`config.mk`:
```
export PLATFORM = sky130hd
export DESIGN_NAME = ram_burst_writer_32bit
export DESIGN_NICKNAME = d
export VERILOG_FILES = /design/src/rtl/ram_pkg.sv /design/src/rtl/ram_core_32bit.sv /design/src/rtl/ram_burst_writer_32bit.sv
export SDC_FILE = /design/constraint.sdc
export NUM_CORES = 1
export LEC_CHECK = 0
export ABC_AREA = 1
export BUFFER_PORTS_ARGS = -buffer_cell sky130_fd_sc_hd__clkbuf_2
export CORE_MARGIN = 2
export CORE_UTILIZATION = 37
export DETAILED_ROUTE_END_ITERATION = 8
export PLACE_DENSITY = 0.6
export SETUP_SLACK_MARGIN = 0.4
export SKIP_LAST_GASP = 1
export SLEW_MARGIN = 20
export SYNTH_ARGS = -nofsm -noshare
export SYNTH_HDL_FRONTEND = slang
export SYNTH_HIERARCHICAL = 1
export SYNTH_SLANG_ARGS = --single-unit
```
`constraint.sdc`:
```
create_clock -name CLK -period 9.1 [get_ports CLK]
set_input_delay 1.82 -clock CLK [delete_from_list [all_inputs] [get_ports CLK]]
set_output_delay 1.82 -clock CLK [all_outputs]
set_load 0.005 [all_outputs]
```
`src/rtl/ram_pkg.sv`:
```
// ram_pkg: shared defaults and FSM state encoding for the burst-writer RAM.
//   RAM_DATA_W : default word width in bits
//   RAM_ADDR_W : default address width (depth = 2**RAM_ADDR_W)
//   state_t    : burst FSM states
package ram_pkg;

  localparam int RAM_DATA_W = 32;
  localparam int RAM_ADDR_W = 5;

  typedef enum logic [1:0] {
    ST_IDLE  = 2'd0,
    ST_WRITE = 2'd1,
    ST_DONE  = 2'd2
  } state_t;

endpackage

```
`src/rtl/ram_core_32bit.sv`:
```
// ram_core_32bit: storage array with one synchronous write port and one
// registered read port.
//   clk   : rising-edge clock
//   rst_n : asynchronous active-low reset (read register only)
//   we    : write enable
//   waddr : write address
//   wdata : write data
//   raddr : read address
//   rdata : read data, one cycle after raddr
module ram_core_32bit
  import ram_pkg::*;
#(
  parameter int DATA_W = RAM_DATA_W,
  parameter int ADDR_W = RAM_ADDR_W
) (
  input  logic              clk,
  input  logic              rst_n,
  input  logic              we,
  input  logic [ADDR_W-1:0] waddr,
  input  logic [DATA_W-1:0] wdata,
  input  logic [ADDR_W-1:0] raddr,
  output logic [DATA_W-1:0] rdata
);

  localparam int DEPTH = 2 ** ADDR_W;

  logic [DATA_W-1:0] mem [DEPTH];

  // NOTE: the array has no reset so it maps onto RAM macros and keeps its
  // contents across a reset of the control logic.
  always_ff @(posedge clk) begin
    if (we) begin
      mem[waddr] <= wdata;
    end
  end

  // NOTE: non-blocking updates mean a read of the address being written in
  // the same cycle returns the old word (read-before-write).
  always_ff @(posedge clk or negedge rst_n) begin
    if (!rst_n) begin
      rdata <= '0;
    end else begin
      rdata <= mem[raddr];
    end
  end

endmodule

```
`src/rtl/ram_burst_writer_32bit.sv`:
```
// ram_burst_writer_32bit: writes a burst of len words into a RAM starting at
// base_addr (wrapping at the top of the array), with an independent
// registered read port.
//   CLK       : rising-edge clock
//   RST_N     : asynchronous active-low reset
//   start     : burst request, sampled only in IDLE
//   base_addr : first write address, captured with start
//   len       : burst length in words, captured with start (clamped to depth)
//   wr_valid  : write word present on wr_data
//   wr_data   : write word
//   wr_ready  : block accepts a word this cycle
//   busy      : burst in progress (WRITE or DONE)
//   done      : one-cycle pulse at burst end
//   wr_count  : words written in the current or last burst
//   address   : read address
//   out       : registered read data, one cycle after address
module ram_burst_writer_32bit
  import ram_pkg::*;
#(
  parameter int DATA_W = RAM_DATA_W,
  parameter int ADDR_W = RAM_ADDR_W
) (
  input  logic              CLK,
  input  logic              RST_N,
  input  logic              start,
  input  logic [ADDR_W-1:0] base_addr,
  input  logic [ADDR_W:0]   len,
  input  logic              wr_valid,
  input  logic [DATA_W-1:0] wr_data,
  output logic              wr_ready,
  output logic              busy,
  output logic              done,
  output logic [ADDR_W:0]   wr_count,
  input  logic [ADDR_W-1:0] address,
  output logic [DATA_W-1:0] out
);

  localparam logic [ADDR_W:0]   DEPTH   = (ADDR_W + 1)'(2 ** ADDR_W);
  localparam logic [ADDR_W:0]   CNT_ONE = (ADDR_W + 1)'(1);
  localparam logic [ADDR_W-1:0] PTR_ONE = ADDR_W'(1);

  state_t            state;
  state_t            state_next;
  logic [ADDR_W-1:0] ptr;
  logic [ADDR_W:0]   len_q;
  logic [ADDR_W:0]   len_clamped;
  logic              accept;
  logic              last_word;

  assign len_clamped = (len > DEPTH) ? DEPTH : len;
  assign accept      = wr_valid && wr_ready;
  assign last_word   = (wr_count + CNT_ONE) == len_q;

  // NOTE: every output of this block gets a default first, so no path can
  // leave a signal unassigned and infer a latch.
  always_comb begin
    state_next = state;
    wr_ready   = 1'b0;
    busy       = 1'b0;
    done       = 1'b0;
    unique case (state)
      ST_IDLE: begin
        if (start) begin
          state_next = (len == '0) ? ST_DONE : ST_WRITE;
        end
      end
      ST_WRITE: begin
        wr_ready = 1'b1;
        busy     = 1'b1;
        if (wr_valid && last_word) begin
          state_next = ST_DONE;
        end
      end
      ST_DONE: begin
        busy       = 1'b1;
        done       = 1'b1;
        state_next = ST_IDLE;
      end
      default: state_next = ST_IDLE;
    endcase
  end

  always_ff @(posedge CLK or negedge RST_N) begin
    if (!RST_N) begin
      state    <= ST_IDLE;
      ptr      <= '0;
      len_q    <= '0;
      wr_count <= '0;
    end else begin
      state <= state_next;
      unique case (state)
        ST_IDLE: begin
          // Burst parameters are captured only here, so start is ignored
          // for the rest of the burst.
          if (start) begin
            ptr      <= base_addr;
            len_q    <= len_clamped;
            wr_count <= '0;
          end
        end
        ST_WRITE: begin
          if (accept) begin
            ptr      <= ptr + PTR_ONE;  // wraps naturally at the top
            wr_count <= wr_count + CNT_ONE;
          end
        end
        default: ;
      endcase
    end
  end

  ram_core_32bit #(
    .DATA_W (DATA_W),
    .ADDR_W (ADDR_W)
  ) u_core (
    .clk   (CLK),
    .rst_n (RST_N),
    .we    (accept),
    .waddr (ptr),
    .wdata (wr_data),
    .raddr (address),
    .rdata (out)
  );

endmodule
```
==> results of run 1 <==
## power by group
| group | internal (mW) | switching (mW) | leakage, nW |
|---|---|---|---|
| clock | 2.30 | 1.84 | 1.58 |
| sequential | 5.56 | 0.0814 | 9.85 |
| combinational | 0.225 | 0.660 | 6.29 |
| total | 8.08 | 2.58 | 17.7 |
## worst max-delay path, stage by stage
cell and delay [ns]:
buf_8 0.37, buf_4 0.79, buf_4 0.94, nand2_1 0.12, nand3_1 0.14, nand3_1 0.10, nand2_1 0.10, nand2_1 0.05
nand2_1 0.11, nand2_1 0.05, nand2_1 0.07
## worst min-delay path by stage
stage,startpoint,to,slack (ns)
detailed placement,state[0],state[0],0.50
global route,state[0],state[0],0.55
floorplan,state[1],state[1],0.47
finish,state[0],state[0],0.52
CTS,state[0],state[0],0.51
global placement,state[0],state[0],0.49
## state kept, by name (all words and copies together), names as in the netlist
register      cells
wr_count          6
ptr               5
u_core/rdata     32
state             2
len_q             6
u_core/mem     1024
## per-layer routing
metal,up-vias,part of all wire,wire [um],GRT usage
met2,1025,0.48,57500,0.325
li1,12900,-,-,-
met3,158,0.070,8350,0.0300
met5,-,0.00028,34,0
met1,13900,0.43,51000,0.266
met4,6,0.021,2500,0.0504
## cell type report
cell class	instances	area, um2
clock buffer	138	2780
inverter	33	154
tap	1536	1920
clock inverter	56	450
antenna	2	5.00
timing repair buffer	143	912
fill	10900	69100
multi-input combinational	2362	10200
sequential	1075	32000
## cells in the mapped netlist, drive strengths merged, types with 2 or more instances
cell type,count,share of area
nand2,1489,0.13
edfxtp,1024,0.70
nand3,797,0.091
buf,196,0.034
dfrtp,51,0.029
nor2,41,0.0035
inv,33,0.0030
clkbuf,24,0.0021
o21ai,11,0.0016
ha,5,0.0014
o22ai,5,0.00072
nand4,3,0.00043
xor2,3,0.00060
a21oi,2,0.00023
o211ai,2,0.00034
## per-stage QoR
step / util / hold WS, ns / instances / power [mW]
floorplan: - / 0.466 / 3690 / 6.26
global placement: 0.385 / 0.494 / 5148 / 6.61
detailed placement: 0.385 / 0.500 / 5148 / 6.63
CTS: 0.412 / 0.514 / 5342 / 10.7
global route: 0.412 / 0.550 / 5343 / 11.0
finish: 0.412 / 0.515 / 5345 / 10.7
## cell families (layout without fill, tap and decap cells)
group                    Yosys count  after routing
AND/OR/NAND/NOR                 2332           2332
buffers and inverters            253            370
XOR/XNOR                           3              3
flip-flops                      1075           1075
other                              0              2
adder cells (fa/ha/maj)            5              5
AO/OA/AOI/OAI                     22             22
==> summary.txt, run 1 <==
Status
  – Status: completed

GRT
  – Total grt overflow: 0
  – Overall Global Routing Usage: 0.195
  – Initial antenna violation count: 5
  – Largest net degree at the start of global routing: 217
  – Vias in the first global route: 26500
  – First-pass GRT wire length: 176 mm

Timing
  – Final setup viols: 0
  – Slew headroom: 0.138
  – Peak Freq: 0.238 GHz
  – Setup WS post-layout: 4.90 ns
  – Clock Skews: approximately 0.021 ns
  – Worst-Margin Slew: 1.29 ns
  – RSZ-0062 raised after global routing: false
  – Final Hold Fails: 0
  – Part of the cycle the worst path needs: 0.462
  – Setup TNS: 0 ns
  – Min Tclk post-route: 4.20 ns
  – Max Slew Vio Count: 0

Worst hold path
  – Hold/Removal Path Class: flip-flop to flip-flop
  – Worst hold stages: 2

Cells and area
  – Final nets: 3776
  – Most frequent cells in the layout: nand2_1, edfxtp_1, nand3_1, clkbuf_16, clkbuf_2
  – Commonest non-fill, non-tap cell in the layout: nand2_1
  – Area grow syn2layout: 10.9%
  – Share of cells above drive strength 1: 0.0864
  – Final Cell Area: 0.0485 mm2

Synth
  – Synth Instances: 3690
  – Synthesized area per cell: 11.8 um2
  – Cell variety after synth: 30
  – Yosys reg bits: 1075
  – Syn Std Cell Area: approximately 0.044 mm2
  – Compound-Gate Fraction of Synth Area: 0.00321
  – Largest family of logic cells by synthesized area: simple AND/OR/NAND/NOR gates
  – Register area share after synthesis: 0.733
  – Syn nets: between 3000 and 4000
  – Yosys warnings: 6
  – Ys async rst share: 0.0474
  – Adder-Cell Fraction of Synth Area: 0.00143
  – Post-synth EDFFs: 1024
  – Top FF cell, synth: edfxtp_1
  – Post-synthesis xor/xnor area fraction: 0.000601
  – Post-synthesis mux area share: 0
  – Synth Area in Simple Gates: 0.224

Drt
  – Vias: 28000
  – 1st-pass router iterations: 6
  – Post-route DRC: 0
  – Routed vias/inst: between 5 and 6
  – Avg WL per Cell: 22.3 um
  – 1st-iter DRT viols: ~3000
  – Post-route ant nets: 0
  – Post-Route WL: 119 mm

Clock network
  – Postcts setup bufs: 0
  – CTS resizes: 0
  – Clock transition at path regs: ~0.060 ns
  – Hold_buf cts: 0
  – H-tree depth: 3
  – CTS root buffer: clkbuf_16
  – Cts bufs inserted: 104
  – Worst-skew pair later-pin latency: 0.69 ns
  – Clock tree from TritonCTS: done
  – Max Buffers Root-to-Sink: 3
  – Clock Sinks: 1075

Power and ir drop
  – Peak VDD IR: 0.172 mV
  – Pwr Density: 220 mW/mm2
  – Leak Pwr: 17.7 nW

Place
  – Pre-CTS WS: 4.26 ns
  – Count of input and output buffers: 92
  – Dpl hpwl: about 57 mm
  – Routability cong.: 0.758
  – DP Area: 0.0452 mm2

Worst setup path
  – Crit start category: input port
  – R2R cell count: 7
  – Arrival time of the worst setup path: about 4.8 ns
  – Reg2reg end: u_core/mem[8][14]
  – FF-to-FF setup slack: approximately 5.3 ns
  – CP endpoint kind: flip-flop
  – WS Path Type: input port to flip-flop
  – Worst r2r src: state[1]
  – CP Capture Point: u_core/rdata[13]
  – Crit Path Max Fanout: 94
  – Critical Path Start: address[0]
  – CP required: just under 10 ns

Floorplanning
  – Core Box Area: 0.118 mm2
  – Die width: 348 um
  – I/O pins: 93
  – Initial Util: 0.372
  – FP Rows: 126
  – Die Height: roughly 350 um
  – Full die area: 0.121 mm2

Job
  – MaxCap Viol Count: 0
Note: power is estimated with default switching activity, not from simulation.
==> run 2, diff against run 1 <==
Clock period 9.1 ns to 3.92 ns, I/O delays scaled along.
==> run 2 against run 1 <==
First-iteration DRC count shrank 2.0%. Design area grew 1.9%. Worst hold slack lost 0.38 ns. Wire length shrank 1.6%. Critical path type is now flip-flop to flip-flop. Largest power group unchanged. Highest routed layer unchanged.
==> summary.txt, run 2 (synthesized netlist as in run 1, its figures left out) <==
Status
  – Status: completed

Timing
  – Min Tclk post-route: 2.90 ns
  – Hold WS: between 0.1 and 0.15 ns
  – Final setup viols: 0
  – Setup TNS: 0 ns
  – Part of the cycle the worst path needs: 0.739
  – Slew headroom: 0.345
  – Final Hold Fails: 0
  – RSZ-0062 raised after global routing: false
  – Clock Skews: 0.0648 ns
  – Peak Freq: between 0.3 and 0.4 GHz
  – Worst-Margin Slew: ~1 ns
  – Max Slew Vio Count: 0

Cells and area
  – Commonest non-fill, non-tap cell in the layout: nand2_1
  – Final nets: ~3800
  – Reg with most FFs: u_core/mem
  – Fill cells: between 10000 and 15000
  – Max reg flops: 1024
  – Ant diodes: 0
  – Share of cells above drive strength 1: 0.104
  – Area grow syn2layout: 13.0%
  – Largest regs: u_core/mem (1024), u_core/rdata (32)
  – Most frequent cells in the layout: nand2_1, edfxtp_1, nand3_1, clkbuf_16, buf_4
  – Layout Cells excl Fill: 5405

Power and ir drop
  – Pwr Total: about 25 mW
  – Leak Pwr: 18.2 nW
  – Peak VDD IR: 0.423 mV
  – Pwr Density: 515 mW/mm2

Place
  – Placed cell count: 5207
  – Dpl hpwl: 64.0 mm
  – Routability cong.: roughly 0.8
  – Count of input and output buffers: 92

GRT
  – Largest net degree at the start of global routing: 169
  – Total grt overflow: 0
  – First-pass GRT wire length: 174 mm
  – Overall Global Routing Usage: 0.192
  – Initial antenna violation count: 6
  – Vias in the first global route: 26800

Worst setup path
  – CP required: 4.25 ns
  – WS Path Type: flip-flop to flip-flop
  – Reg2reg end: u_core/mem[19][14]
  – Crit Path Max Fanout: 32
  – R2R cell count: 7
  – CP endpoint kind: flip-flop
  – Arrival time of the worst setup path: about 3.2 ns
  – Crit start category: flip-flop
  – FF-to-FF setup slack: 1.02 ns
  – Worst r2r src: state[1]

Clock network
  – Clock Sinks: 1075
  – H-tree depth: 3
  – Postcts setup bufs: 0
  – Clock tree from TritonCTS: done
  – Clock transition at path regs: about 0.060 ns
  – CTS resizes: 0
  – Max Buffers Root-to-Sink: 3
  – CTS root buffer: clkbuf_16
  – Hold_buf cts: 0
  – Worst-skew pair later-pin latency: slightly above 0.7 ns
  – Cts bufs inserted: approximately 110

Drt
  – Post-Route WL: 118 mm
  – 1st-pass router iterations: 5
  – Post-route DRC: 0
  – Vias: 28100
  – Post-route ant nets: 0
  – Routed vias/inst: 5.20
  – 1st-iter DRT viols: 2958
  – Avg WL per Cell: approximately 22 um

Floorplanning
  – Core Box Area: between 0.1 and 0.15 mm2
  – FP Rows: roughly 130
  – Die width: between 300 and 400 um
  – Die Height: 348 um
  – Initial Util: 0.372
  – I/O pins: 93
  – Full die area: 0.121 mm2

Worst hold path
  – Hold/Removal Path Class: input port to asynchronous set/reset pin

Job
  – MaxCap Viol Count: 0
==> run 2: cell count changes in the layout (fill, tap and decap cells not counted), sizes merged <==
cell,before,now
clkbuf,225,241
diode,2,0
clkinv,45,34
clkinvlp,2,1
buf,56,114
bufinv,5,8
inv,37,34
==> run 2: critical path, stage by stage (launching register included) <==
cell     delay [ns]
dfrtp_1        0.39
inv_1          0.08
ha_1           0.41
nand2_1        0.11
inv_2          0.16
nand3_1        0.59
nor2_4         0.27
buf_4          0.53
==> run 2: cell type report <==
class | instances | area, um2 | area share
clock inverters | 44 | 493 | 0.00998
repair buffers | 201 | 1550 | 0.0314
inverters | 33 | 155 | 0.00314
well taps | 1536 | 1920 | 0.0389
flip-flops and latches | 1075 | 32000 | 0.648
multi-input cells | 2362 | 10200 | 0.207
clock buffers | 154 | 3030 | 0.0612
==> run 2: worst max path at each step <==
stage	slack (ns)	startpoint	to
global placement	1.01	state[1]	u_core/mem[19][2]
global route	0.86	state[1]	u_core/mem[19][25]
floorplan	0.95	state[1]	u_core/mem[31][0]
finish	1.02	state[1]	u_core/mem[19][14]
CTS	1.01	state[1]	u_core/mem[19][16]
detailed placement	1.00	state[1]	u_core/mem[19][9]
==> run 2: report_power, final <==
part	total [mW]	internal [mW]	switching (mW)
logic	2.13	0.566	1.56
clock network	10.2	5.90	4.33
registers	13.1	12.9	0.197
total	25.5	19.4	6.09
==> run 2: routing by layer <==
metal	vias up	global-route usage	part of all wire
li1	13000	-	-
met1	14000	0.270	0.44
met2	913	0.310	0.47
met3	191	0.0276	0.066
met4	10	0.0548	0.023
met5	-	0	0.00056
==> run 2: metrics by stage <==
| step | instance area [um2] | setup WS (ns) | util |
|---|---|---|---|
| global placement | 45900 | 1.01 | 0.390 |
| floorplan | 43700 | 0.949 | - |
| finish | 49400 | 1.02 | 0.420 |
| CTS | 49400 | 1.01 | 0.420 |
| detailed placement | 45900 | 1.00 | 0.390 |
| global route | 49400 | 0.862 | 0.420 |
